### src/rtl/spec_commit_store_buffer.sv
// rtl/spec_commit_store_buffer.sv - two-stage speculative/commit store buffer in front of the D$ write port
//
// Stores are pushed into a speculative FIFO (valid_i/ready_o). commit_i moves the
// oldest speculative store into the commit FIFO. It is either appended, or merged
// into the commit tail when it writes the same word. The commit FIFO drains to
// memory through mem_req_o/mem_gnt_i. flush_i discards all speculative entries.
//
// Ports:
//   clk_i, rst_i                  clock, synchronous active-high reset
//   flush_i                       drop all speculative stores
//   valid_i/ready_o               incoming store handshake (paddr_i, data_i, be_i)
//   commit_i/commit_ready_o       commit oldest speculative store
//   page_offset_i                 load page offset for the hazard check
//   page_offset_matches_o         a pending or incoming store hits the same word
//   no_st_pending_o               both queues empty
//   spec_count_o, commit_count_o  queue occupancies
//   mem_req_o/mem_gnt_i           write request handshake (mem_addr_o, mem_data_o, mem_be_o)
module spec_commit_store_buffer #(
    parameter int SPEC_DEPTH   = 4,
    parameter int COMMIT_DEPTH = 8,
    parameter int ADDR_WIDTH   = 56,
    parameter int DATA_WIDTH   = 64,
    parameter int ENABLE_MERGE = 1,
    localparam int BE_WIDTH    = DATA_WIDTH / 8,
    localparam int OFS         = $clog2(BE_WIDTH),
    localparam int SAW         = $clog2(SPEC_DEPTH),
    localparam int CAW         = $clog2(COMMIT_DEPTH)
) (
    input  logic                  clk_i,
    input  logic                  rst_i,
    input  logic                  flush_i,
    input  logic                  valid_i,
    output logic                  ready_o,
    input  logic [ADDR_WIDTH-1:0] paddr_i,
    input  logic [DATA_WIDTH-1:0] data_i,
    input  logic [BE_WIDTH-1:0]   be_i,
    input  logic                  commit_i,
    output logic                  commit_ready_o,
    input  logic [11:0]           page_offset_i,
    output logic                  page_offset_matches_o,
    output logic                  no_st_pending_o,
    output logic [SAW:0]          spec_count_o,
    output logic [CAW:0]          commit_count_o,
    output logic                  mem_req_o,
    input  logic                  mem_gnt_i,
    output logic [ADDR_WIDTH-1:0] mem_addr_o,
    output logic [DATA_WIDTH-1:0] mem_data_o,
    output logic [BE_WIDTH-1:0]   mem_be_o
);

    localparam logic [SAW:0]   S_FULL = (SAW + 1)'(SPEC_DEPTH);
    localparam logic [CAW:0]   C_FULL = (CAW + 1)'(COMMIT_DEPTH);
    localparam logic [SAW:0]   S_ONE  = (SAW + 1)'(1);
    localparam logic [CAW:0]   C_ONE  = (CAW + 1)'(1);
    localparam logic [CAW:0]   C_TWO  = (CAW + 1)'(2);
    localparam logic [SAW-1:0] SP_ONE = SAW'(1);
    localparam logic [CAW-1:0] CP_ONE = CAW'(1);

    // Only the word address is kept: byte position within a word is carried by be.
    logic [ADDR_WIDTH-1:OFS] s_addr_q [SPEC_DEPTH];
    logic [ADDR_WIDTH-1:OFS] s_addr_d [SPEC_DEPTH];
    logic [DATA_WIDTH-1:0]   s_data_q [SPEC_DEPTH];
    logic [DATA_WIDTH-1:0]   s_data_d [SPEC_DEPTH];
    logic [BE_WIDTH-1:0]     s_be_q   [SPEC_DEPTH];
    logic [BE_WIDTH-1:0]     s_be_d   [SPEC_DEPTH];
    logic [SAW-1:0]          s_head_q, s_head_d, s_tail_q, s_tail_d;
    logic [SAW:0]            s_cnt_q, s_cnt_d;

    logic [ADDR_WIDTH-1:OFS] c_addr_q [COMMIT_DEPTH];
    logic [ADDR_WIDTH-1:OFS] c_addr_d [COMMIT_DEPTH];
    logic [DATA_WIDTH-1:0]   c_data_q [COMMIT_DEPTH];
    logic [DATA_WIDTH-1:0]   c_data_d [COMMIT_DEPTH];
    logic [BE_WIDTH-1:0]     c_be_q   [COMMIT_DEPTH];
    logic [BE_WIDTH-1:0]     c_be_d   [COMMIT_DEPTH];
    logic [CAW-1:0]          c_head_q, c_head_d, c_tail_q, c_tail_d;
    logic [CAW:0]            c_cnt_q, c_cnt_d;

    logic [CAW-1:0] c_last;
    logic           merge_ok, push, commit_fire, pop;
    logic           unused_low_bits;

    assign unused_low_bits = ^{paddr_i[OFS-1:0], page_offset_i[OFS-1:0]};

    assign c_last   = c_tail_q - CP_ONE;
    // The head is being presented to memory, so it is never a merge target.
    assign merge_ok = (ENABLE_MERGE != 0) && (c_cnt_q >= C_TWO) && (s_cnt_q != '0)
                      && (c_addr_q[c_last] == s_addr_q[s_head_q]);

    assign ready_o         = (s_cnt_q < S_FULL);
    assign commit_ready_o  = (s_cnt_q != '0) && ((c_cnt_q != C_FULL) || merge_ok);
    assign mem_req_o       = (c_cnt_q != '0);
    assign no_st_pending_o = (s_cnt_q == '0) && (c_cnt_q == '0);
    assign spec_count_o    = s_cnt_q;
    assign commit_count_o  = c_cnt_q;
    assign mem_addr_o      = mem_req_o ? {c_addr_q[c_head_q], {OFS{1'b0}}} : '0;
    assign mem_data_o      = mem_req_o ? c_data_q[c_head_q] : '0;
    assign mem_be_o        = mem_req_o ? c_be_q[c_head_q] : '0;

    assign push        = valid_i && ready_o && !flush_i;
    assign commit_fire = commit_i && commit_ready_o;
    assign pop         = mem_req_o && mem_gnt_i;

    // Entry i is live when its distance from the head is below the occupancy.
    always_comb begin
        page_offset_matches_o = valid_i && (paddr_i[11:OFS] == page_offset_i[11:OFS]);
        for (int i = 0; i < SPEC_DEPTH; i++) begin
            if ({1'b0, SAW'(i) - s_head_q} < s_cnt_q
                && s_addr_q[i][11:OFS] == page_offset_i[11:OFS])
                page_offset_matches_o = 1'b1;
        end
        for (int i = 0; i < COMMIT_DEPTH; i++) begin
            if ({1'b0, CAW'(i) - c_head_q} < c_cnt_q
                && c_addr_q[i][11:OFS] == page_offset_i[11:OFS])
                page_offset_matches_o = 1'b1;
        end
    end

    always_comb begin
        s_addr_d = s_addr_q;
        s_data_d = s_data_q;
        s_be_d   = s_be_q;
        s_head_d = s_head_q;
        s_tail_d = s_tail_q;
        s_cnt_d  = s_cnt_q;
        c_addr_d = c_addr_q;
        c_data_d = c_data_q;
        c_be_d   = c_be_q;
        c_head_d = c_head_q;
        c_tail_d = c_tail_q;
        c_cnt_d  = c_cnt_q;

        if (pop) begin
            c_head_d = c_head_q + CP_ONE;
            c_cnt_d  = c_cnt_d - C_ONE;
        end

        if (commit_fire) begin
            s_head_d = s_head_q + SP_ONE;
            s_cnt_d  = s_cnt_d - S_ONE;
            if (merge_ok) begin
                for (int b = 0; b < BE_WIDTH; b++) begin
                    if (s_be_q[s_head_q][b])
                        c_data_d[c_last][8*b +: 8] = s_data_q[s_head_q][8*b +: 8];
                end
                c_be_d[c_last] = c_be_q[c_last] | s_be_q[s_head_q];
            end else begin
                c_addr_d[c_tail_q] = s_addr_q[s_head_q];
                c_data_d[c_tail_q] = s_data_q[s_head_q];
                c_be_d[c_tail_q]   = s_be_q[s_head_q];
                c_tail_d           = c_tail_q + CP_ONE;
                c_cnt_d            = c_cnt_d + C_ONE;
            end
        end

        if (flush_i) begin
            s_head_d = '0;
            s_tail_d = '0;
            s_cnt_d  = '0;
        end else if (push) begin
            s_addr_d[s_tail_q] = paddr_i[ADDR_WIDTH-1:OFS];
            s_data_d[s_tail_q] = data_i;
            s_be_d[s_tail_q]   = be_i;
            s_tail_d           = s_tail_q + SP_ONE;
            s_cnt_d            = s_cnt_d + S_ONE;
        end
    end

    // Payload arrays need no reset: outputs are gated by the occupancy counts.
    always_ff @(posedge clk_i) begin
        s_addr_q <= s_addr_d;
        s_data_q <= s_data_d;
        s_be_q   <= s_be_d;
        c_addr_q <= c_addr_d;
        c_data_q <= c_data_d;
        c_be_q   <= c_be_d;
        if (rst_i) begin
            s_head_q <= '0;
            s_tail_q <= '0;
            s_cnt_q  <= '0;
            c_head_q <= '0;
            c_tail_q <= '0;
            c_cnt_q  <= '0;
        end else begin
            s_head_q <= s_head_d;
            s_tail_q <= s_tail_d;
            s_cnt_q  <= s_cnt_d;
            c_head_q <= c_head_d;
            c_tail_q <= c_tail_d;
            c_cnt_q  <= c_cnt_d;
        end
    end

endmodule
### config.mk
export PLATFORM = sky130hd
export DESIGN_NAME = spec_commit_store_buffer
export DESIGN_NICKNAME = d
export VERILOG_FILES = /design/src/rtl/spec_commit_store_buffer.sv
export SDC_FILE = /design/constraint.sdc
export NUM_CORES = 2
export LEC_CHECK = 0
export CAP_MARGIN = 10
export CORE_MARGIN = 2
export CORE_UTILIZATION = 46
export DETAILED_ROUTE_END_ITERATION = 8
export PLACE_DENSITY = 0.66
export SLEW_MARGIN = 20
export SYNTH_ARGS = -nofsm -noshare
export SYNTH_HDL_FRONTEND = slang
export SYNTH_SLANG_ARGS = --single-unit
### constraint.sdc
create_clock -name clk_i -period 10 [get_ports clk_i]
set_clock_uncertainty 0.2 [all_clocks]
set_input_delay 1.5 -clock clk_i [delete_from_list [all_inputs] [get_ports clk_i]]
set_output_delay 1.5 -clock clk_i [all_outputs]
set_load 0.005 [all_outputs]
## Yosys cells after proc, flatten, opt, wreduce, memory -nomap -nowiden

Index checks and enable logic that the tools add are counted.

| storage, ports and cells | value |
|---|---|
| register bits | 1,517 |
| bits in latches | 0 |
| memory bits (writable) | 0 |
| ROM bits | 0 |
| bits of input ports | 146 |
| output and inout port bits | 140 |
| logic and storage cells | 254 |
| memories kept | 0 |

| cells by class | value |
|---|---|
| add/sub/neg operators | 21 |
| multiply operators | 0 |
| div/mod/pow operators | 0 |
| $lt $le $gt $ge | 22 |
| equality and inequality tests | 15 |
| shift operators | 0 |
| muxes and demuxes | 113 |
| bitwise logic cells | 8 |
| reduce and logical (&&, ||, !) cells | 33 |

Operator list:

| operator | number |
|---|---|
| 512-bit 2-to-1 mux | 23 |
| 512-bit bitwise mux | 9 |
| 64-bit demux with 3-bit select | 9 |
| 64-bit 2-to-1 mux | 9 |
| 424-bit bitwise mux | 1 |
| 53-bit 2-to-1 mux | 8 |
| 53-bit binary-select mux with 3-bit select | 2 |
| 256-bit bitwise mux | 1 |
| 212-bit bitwise mux | 1 |
| 64-bit binary-select mux with 3-bit select | 1 |
| 53-bit demux with 3-bit select | 1 |
| 64-bit binary-select mux with 2-bit select | 1 |
| 64-bit bitwise mux | 2 |
| 64-bit demux with 2-bit select | 1 |
| 9-bit == test | 13 |
| 56-bit 2-to-1 mux | 2 |
| 53-bit binary-select mux with 2-bit select | 1 |
| 53-bit demux with 2-bit select | 1 |
| 8-bit 2-to-1 mux | 11 |
| 53-bit == test | 1 |
| 8-bit binary-select mux with 3-bit select | 2 |
| 8-bit demux with 3-bit select | 2 |
| 48-bit 2-to-1 mux | 1 |
| 40-bit 2-to-1 mux | 1 |
| other kinds (41) | 108 |

## Logic depth before layout (Yosys ltp)

| depth | value |
|---|---|
| word-level depth | 38 |
| mapped depth | 29 |
| gate-level depth less buffers | 16 |

## Worst setup path before layout

OpenSTA, ideal clock, no wires.

| timing path | value |
|---|---|
| kind | reg2reg |
| start | register c_tail_q[0] |
| end | register c_addr_q[0] in the netlist's numbering, enable pin |
| setup time | 529 ps |
| arrival time | 8,572 ps |
| data required time | 9,271 ps |
| slack | 700 ps |
| cell stages (with the launch flop) | 22 |
| clock period less this slack | 9,300 ps |
| cell sequence | dfxtp_1 -> buf_2 -> buf_2 -> inv_1 -> buf_2 -> buf_1 -> clkbuf_1 -> buf_1 -> clkbuf_1 -> ha_1 -> buf_2 -> inv_2 -> buf_1 -> mux4_2 -> mux2i_1 -> xor2_1 -> o2111ai_1 -> nor4_2 -> nand3_1 -> clkbuf_1 -> nand2_1 -> nor3_1 |

| on the way | value |
|---|---|
| cells in the longest elaborated chain, start to end | 11 |
| elaborated cells between the ends (all ways) | 12 |
| those cells by class | add/sub (1); eq/ne (1); mux (3); bitwise (2); reduce/logical (5) |

RTL lines:

| what | RTL line | text |
|---|---|---|
| from (decl) | 75 | `logic [CAW-1:0] c_head_q, c_head_d, c_tail_q, c_tail_d;` |
| from (signal assigned) | 188 | `c_tail_q <= c_tail_d;` |
| 3-bit by 1-bit subtractor with 3-bit output (*) | 84 | `assign c_last = c_tail_q - CP_ONE;` |
| net c_last[0] | 78 | `logic [CAW-1:0] c_last;` |
| 3-bit NOT with 4-bit output (not written as such) (*) | 87 | `&& (c_addr_q[c_last] == s_addr_q[s_head_q]);` |
| 53-bit binary-select mux with 3-bit select (*) | 87 |  |
| 53-bit 2-to-1 mux (not written as such) (*) (2 in a row) | 87 |  |
| 53-bit == test (*) | 87 |  |
| 1-bit logical AND (*) | 87 |  |
| 1-bit logical OR | 90 | `assign commit_ready_o = (s_cnt_q != '0) && ((c_cnt_q != C_FULL) \|\| merge_ok);` |
| 1-bit logical AND | 90 |  |
| 1-bit logical AND | 100 | `assign commit_fire = commit_i && commit_ready_o;` |
| 2-bit AND reduction (no source line) (*) | -- |  |
| to (signal assigned) | 173 | `c_addr_q <= c_addr_d;` |
| to (decl) | 69 | `logic [ADDR_WIDTH-1:OFS] c_addr_q [COMMIT_DEPTH];` |

The timed path passes the listed nets; every way through them passes the cells marked *. The select of a mux whose other input is x is not followed.
A chain may end at the register's enable or synchronous reset.

## Worst setup path in the final report

| timing path | value |
|---|---|
| start | register c_tail_q[0] |
| end | output port commit_ready_o |

| on the way | value |
|---|---|
| cells in the longest elaborated chain, start to end | 9 |

RTL lines:

| what | RTL line | text |
|---|---|---|
| 3-bit by 1-bit subtractor with 3-bit output | 84 |  |
| 3-bit NOT with 4-bit output (not written as such) | 87 |  |
| 53-bit binary-select mux with 3-bit select | 87 |  |
| 53-bit 2-to-1 mux (not written as such) (2 in a row) | 87 |  |
| 53-bit == test | 87 |  |
| 1-bit logical AND | 87 |  |
| 1-bit logical OR | 90 |  |
| 1-bit logical AND | 90 |  |
| to (decl) | 38 | `output logic commit_ready_o,` |

No other way between the ends. The select of a mux whose other input is x is not followed.

==> results.json <==
{
  "worstReg2RegEnd": "c_be_q[56]$_DFFE_PP_",
  "hp-class": "flip-flop to flip-flop",
  "crit_family": "buffers and inverters",
  "drc_errors": 0,
  "grt_pass1_wl_um": 275000,
  "synth_edf_count": 1500,
  "switching_power_w": 0.004710,
  "clkPwrFrac_pct": 34.1,
  "core_area_um2": 147800,
  "chipHeight_um": 389.9,
  "synth_ff_type": "edfxtp_1",
  "max-vdd-ir-drop_uv": 266.5,
  "antenna_found_initial": 29,
  "slew_viol_final": 0,
  "cp_slowest_cell": "dfxtp_4",
  "synthMostInstantiatedCell": "edfxtp_1",
  "path_buf_inv": 4,
  "vias_per_cell": 6.129,
  "p_int_w": 0.01191,
  "yosysTopAreaCellShare_pct": 65.77,
  "setup_viol_count_final": 0,
  "ctsHoldBuffers": 0,
  "place_inst": 6382,
  "switching_share_pct": 28.35,
  "cp.required_ns": 8.30,
  "outcome": "finished clean",
  "path_cells": "inv_2 > ha_4 > buf_12 > mux4_2 > mux2i_1 > xor2_1 > nand4_1 > nor2_1 > nor4b_4 > buf_4 > a31oi_1 > nor2_1 > clkdlybuf4s50_1",
  "synth.distinct_cells": 74,
  "drive_gt1_share_pct": 19.77,
  "cts_tree": "built",
  "wl_um": 190900,
  "ant_nets": 0,
  "area_delta_synth_final_pct": 14.88,
  "leakagePower_nw": 24.49,
  "grt_max_degree": 156,
  "tns_ns": 0,
  "place.gp.congestion": 0.8804,
  "worstPathArrival_ns": 6.42,
  "wl_per_cell_um": 28.60,
  "drtIter0Drc": 4993,
  "endpoint_kind": "output port",
  "grt_use_total_pct": 24.96,
  "synthTopCellsByArea": "edfxtp_1 (66%), mux4_2 (13%), nor2_1 (3.2%)",
  "cpMostUsedCell": "nor2_1",
  "dieArea_um2": 152000,
  "synth_seq_area_share_pct": 66.26,
  "fin_util_pct": 53.22,
  "syn_area_um2": 68490,
  "htreeDepth": 4,
  "ios": 286,
  "cp_max_fo": 148,
  "ys_top_cells_by_count": "edfxtp_1 (1500), nor2_1 (581), mux4_2 (405)",
  "netlist_instances": 4345,
  "cp-startpoint": "c_tail_q[0]$_SDFFE_PP0P_",
  "crit_end": "commit_ready_o",
  "async_flop_share_pct": 0,
  "seqPwrFrac_pct": 42.9,
  "synth-seq-cells": 1517,
  "vias": 40904,
  "first_pass_iters": 6,
  "post_cts_buffers": 0,
  "nNetsFinal": 4788,
  "io_buffers": 276,
  "ys_warn_count": 0,
  "synth_area_per_cell_um2": 15.76,
  "post-route-period-util_pct": 81.24,
  "worstHoldPathCells": 2,
  "post_layout_nonfiller_instances": 6674,
  "worstMarginPinSlew_ns": 1.270,
  "cap_violations": 0,
  "cts_resized": 0,
  "clock_sinks": 1517,
  "grt_pass1_vias": 39732,
  "place_ws_ns": 2.714,
  "start_kind": "flip-flop",
  "maxSlewHeadroom_pct": 15.33,
  "ctsRootBufferMaster": "clkbuf_16",
  "overflow": 0,
  "ff2ff_path_depth": 13,
  "cts_buffer_depth": 3,
  "std_cell_rows": 141,
  "start_util_pct": 46.33,
  "power-per-cell-area_nw_per_um2": 211.2,
  "cts_buffers": 151,
  "synth_top_area_cell": "edfxtp_1",
  "crit_type": "flip-flop to output port",
  "power.total_w": 0.01662,
  "setup_ws_ns": 1.876,
  "rsz0062_at_grt": "false",
  "combPwrFrac_pct": 23.0,
  "hpwl_um": 122300,
  "clk-insertion-delay-late_ns": 0.80,
  "die_w_um": 389.9,
  "path_clk_slew_ns": 0.06,
  "rrSetupSlack_ns": 2.73,
  "r2r-start": "c_tail_q[0]$_SDFFE_PP0P_",
  "path_depth": 13,
  "hold_viol": 0,
  "max_freq_mhz": 123.1,
  "cpPeakStageDelay_ns": 0.83,
  "fin_crit_ns": 8.124
}
[state kept, by name, indices dropped and copies added (netlist names), 4 cells and up]
signal	count
s_addr_q	212
c_data_q	512
commit_count_o	4
s_be_q	32
c_addr_q	424
c_be_q	64
s_data_q	256
[area by class of cell]
type                            instances  area (µm²)
Clock buffer                          177        3919
Multi-Input combinational cell       2528       22060
Clock inverter                         94        1005
Antenna cell                           15       37.54
Sequential cell                      1517       45410
Tap cell                             1930        2415
Timing Repair Buffer                  388        3737
Fill cell                           11865       69160
Inverter                               25       98.84
[kinds of logic after synthesis]
kind of cell | Yosys count | share of synthesized area [%]
muxes | 627 | 16.70
other | 1 | 0.005475
buffers and inverters | 302 | 1.807
xor gates and xnor gates | 183 | 2.351
AOI/OAI and AO/OA | 468 | 4.604
adders and majority gates | 31 | 0.5663
and+or+nand+nor | 1216 | 7.702
DFF | 1517 | 66.26
[stage by stage]
stage          hold WS (ns)  instance area (µm²)
2_1_floorplan        0.3382                68500
3_3_place_gp         0.3626                73560
3_5_place_dp         0.3753                73560
4_1_cts              0.3889                78490
5_1_grt              0.4821                78650
6_report             0.3908                78680
[routing by layer]
| layer | part of all wire (%) | GRT usage (%) | wire length [µm] | up-vias |
|---|---|---|---|---|
| li1 | - | - | - | 17509 |
| met1 | 41 | 35.99 | 77670 | 21008 |
| met2 | 45 | 37.12 | 86070 | 2092 |
| met3 | 12 | 7.545 | 22740 | 269 |
| met4 | 2.2 | 6.501 | 4234 | 26 |
| met5 | 0.090 | 0 | 171 | - |
[power groups by stage]
stage | Combinational (W) | Clock, W | Sequential [W]
2_1_floorplan | 0.00183 | 0 | 0.00722
3_3_place_gp | 0.00373 | 0 | 0.00730
3_5_place_dp | 0.00375 | 0 | 0.00730
4_1_cts | 0.00376 | 0.00574 | 0.00717
5_1_grt | 0.00401 | 0.00598 | 0.00713
6_report | 0.00381 | 0.00567 | 0.00713
[worst register-to-register path, delay by kind of cell (launching register included)]
kind                     cells  cell delay (ns)
AND/OR/NAND/NOR              5             2.66
buffers and inverters        3             1.07
flip-flops                   1             0.83
multiplexers                 2             0.64
AO/OA/AOI/OAI                1             0.58
XOR/XNOR                     1             0.57
adder cells (fa/ha/maj)      1             0.32
[layout by cell type (no fill, tap or decap), drive strengths merged, types with 10 or more instances in the layout]
master         instances
mux4                 405
nand3                 35
dfxtp                 17
xor2                  96
ha                    31
clkbuf               177
edfxtp              1500
bufinv                16
buf                  112
a31oi                 61
diode                 15
a21oi                176
nor4                  20
mux2i                146
a2bb2oi               10
xnor2                 87
nand4                 59
o21ai                 96
nand3b                15
clkinv                70
mux2                  76
a211oi                12
a31o                  17
and2                  17
inv                   28
nand2                376
nor3b                 31
o31ai                 18
a221oi                11
o22ai                 24
nor2                 581
clkdlybuf4s50        276
nor3                  42
[worst min path at each step]
stage,from,to,slack (ns)
after floorplan,s_tail_q[0]$_SDFFE_PP0P_,s_tail_q[0]$_SDFFE_PP0P_,0.34
after global routing,s_tail_q[0]$_SDFFE_PP0P_,s_tail_q[0]$_SDFFE_PP0P_,0.48
final,s_tail_q[0]$_SDFFE_PP0P_,s_tail_q[0]$_SDFFE_PP0P_,0.39
after detailed placement,s_tail_q[0]$_SDFFE_PP0P_,s_tail_q[0]$_SDFFE_PP0P_,0.38
after CTS,s_tail_q[0]$_SDFFE_PP0P_,s_tail_q[0]$_SDFFE_PP0P_,0.39
after global placement,s_tail_q[0]$_SDFFE_PP0P_,s_tail_q[0]$_SDFFE_PP0P_,0.36
(Power assumes the default switching activity.)
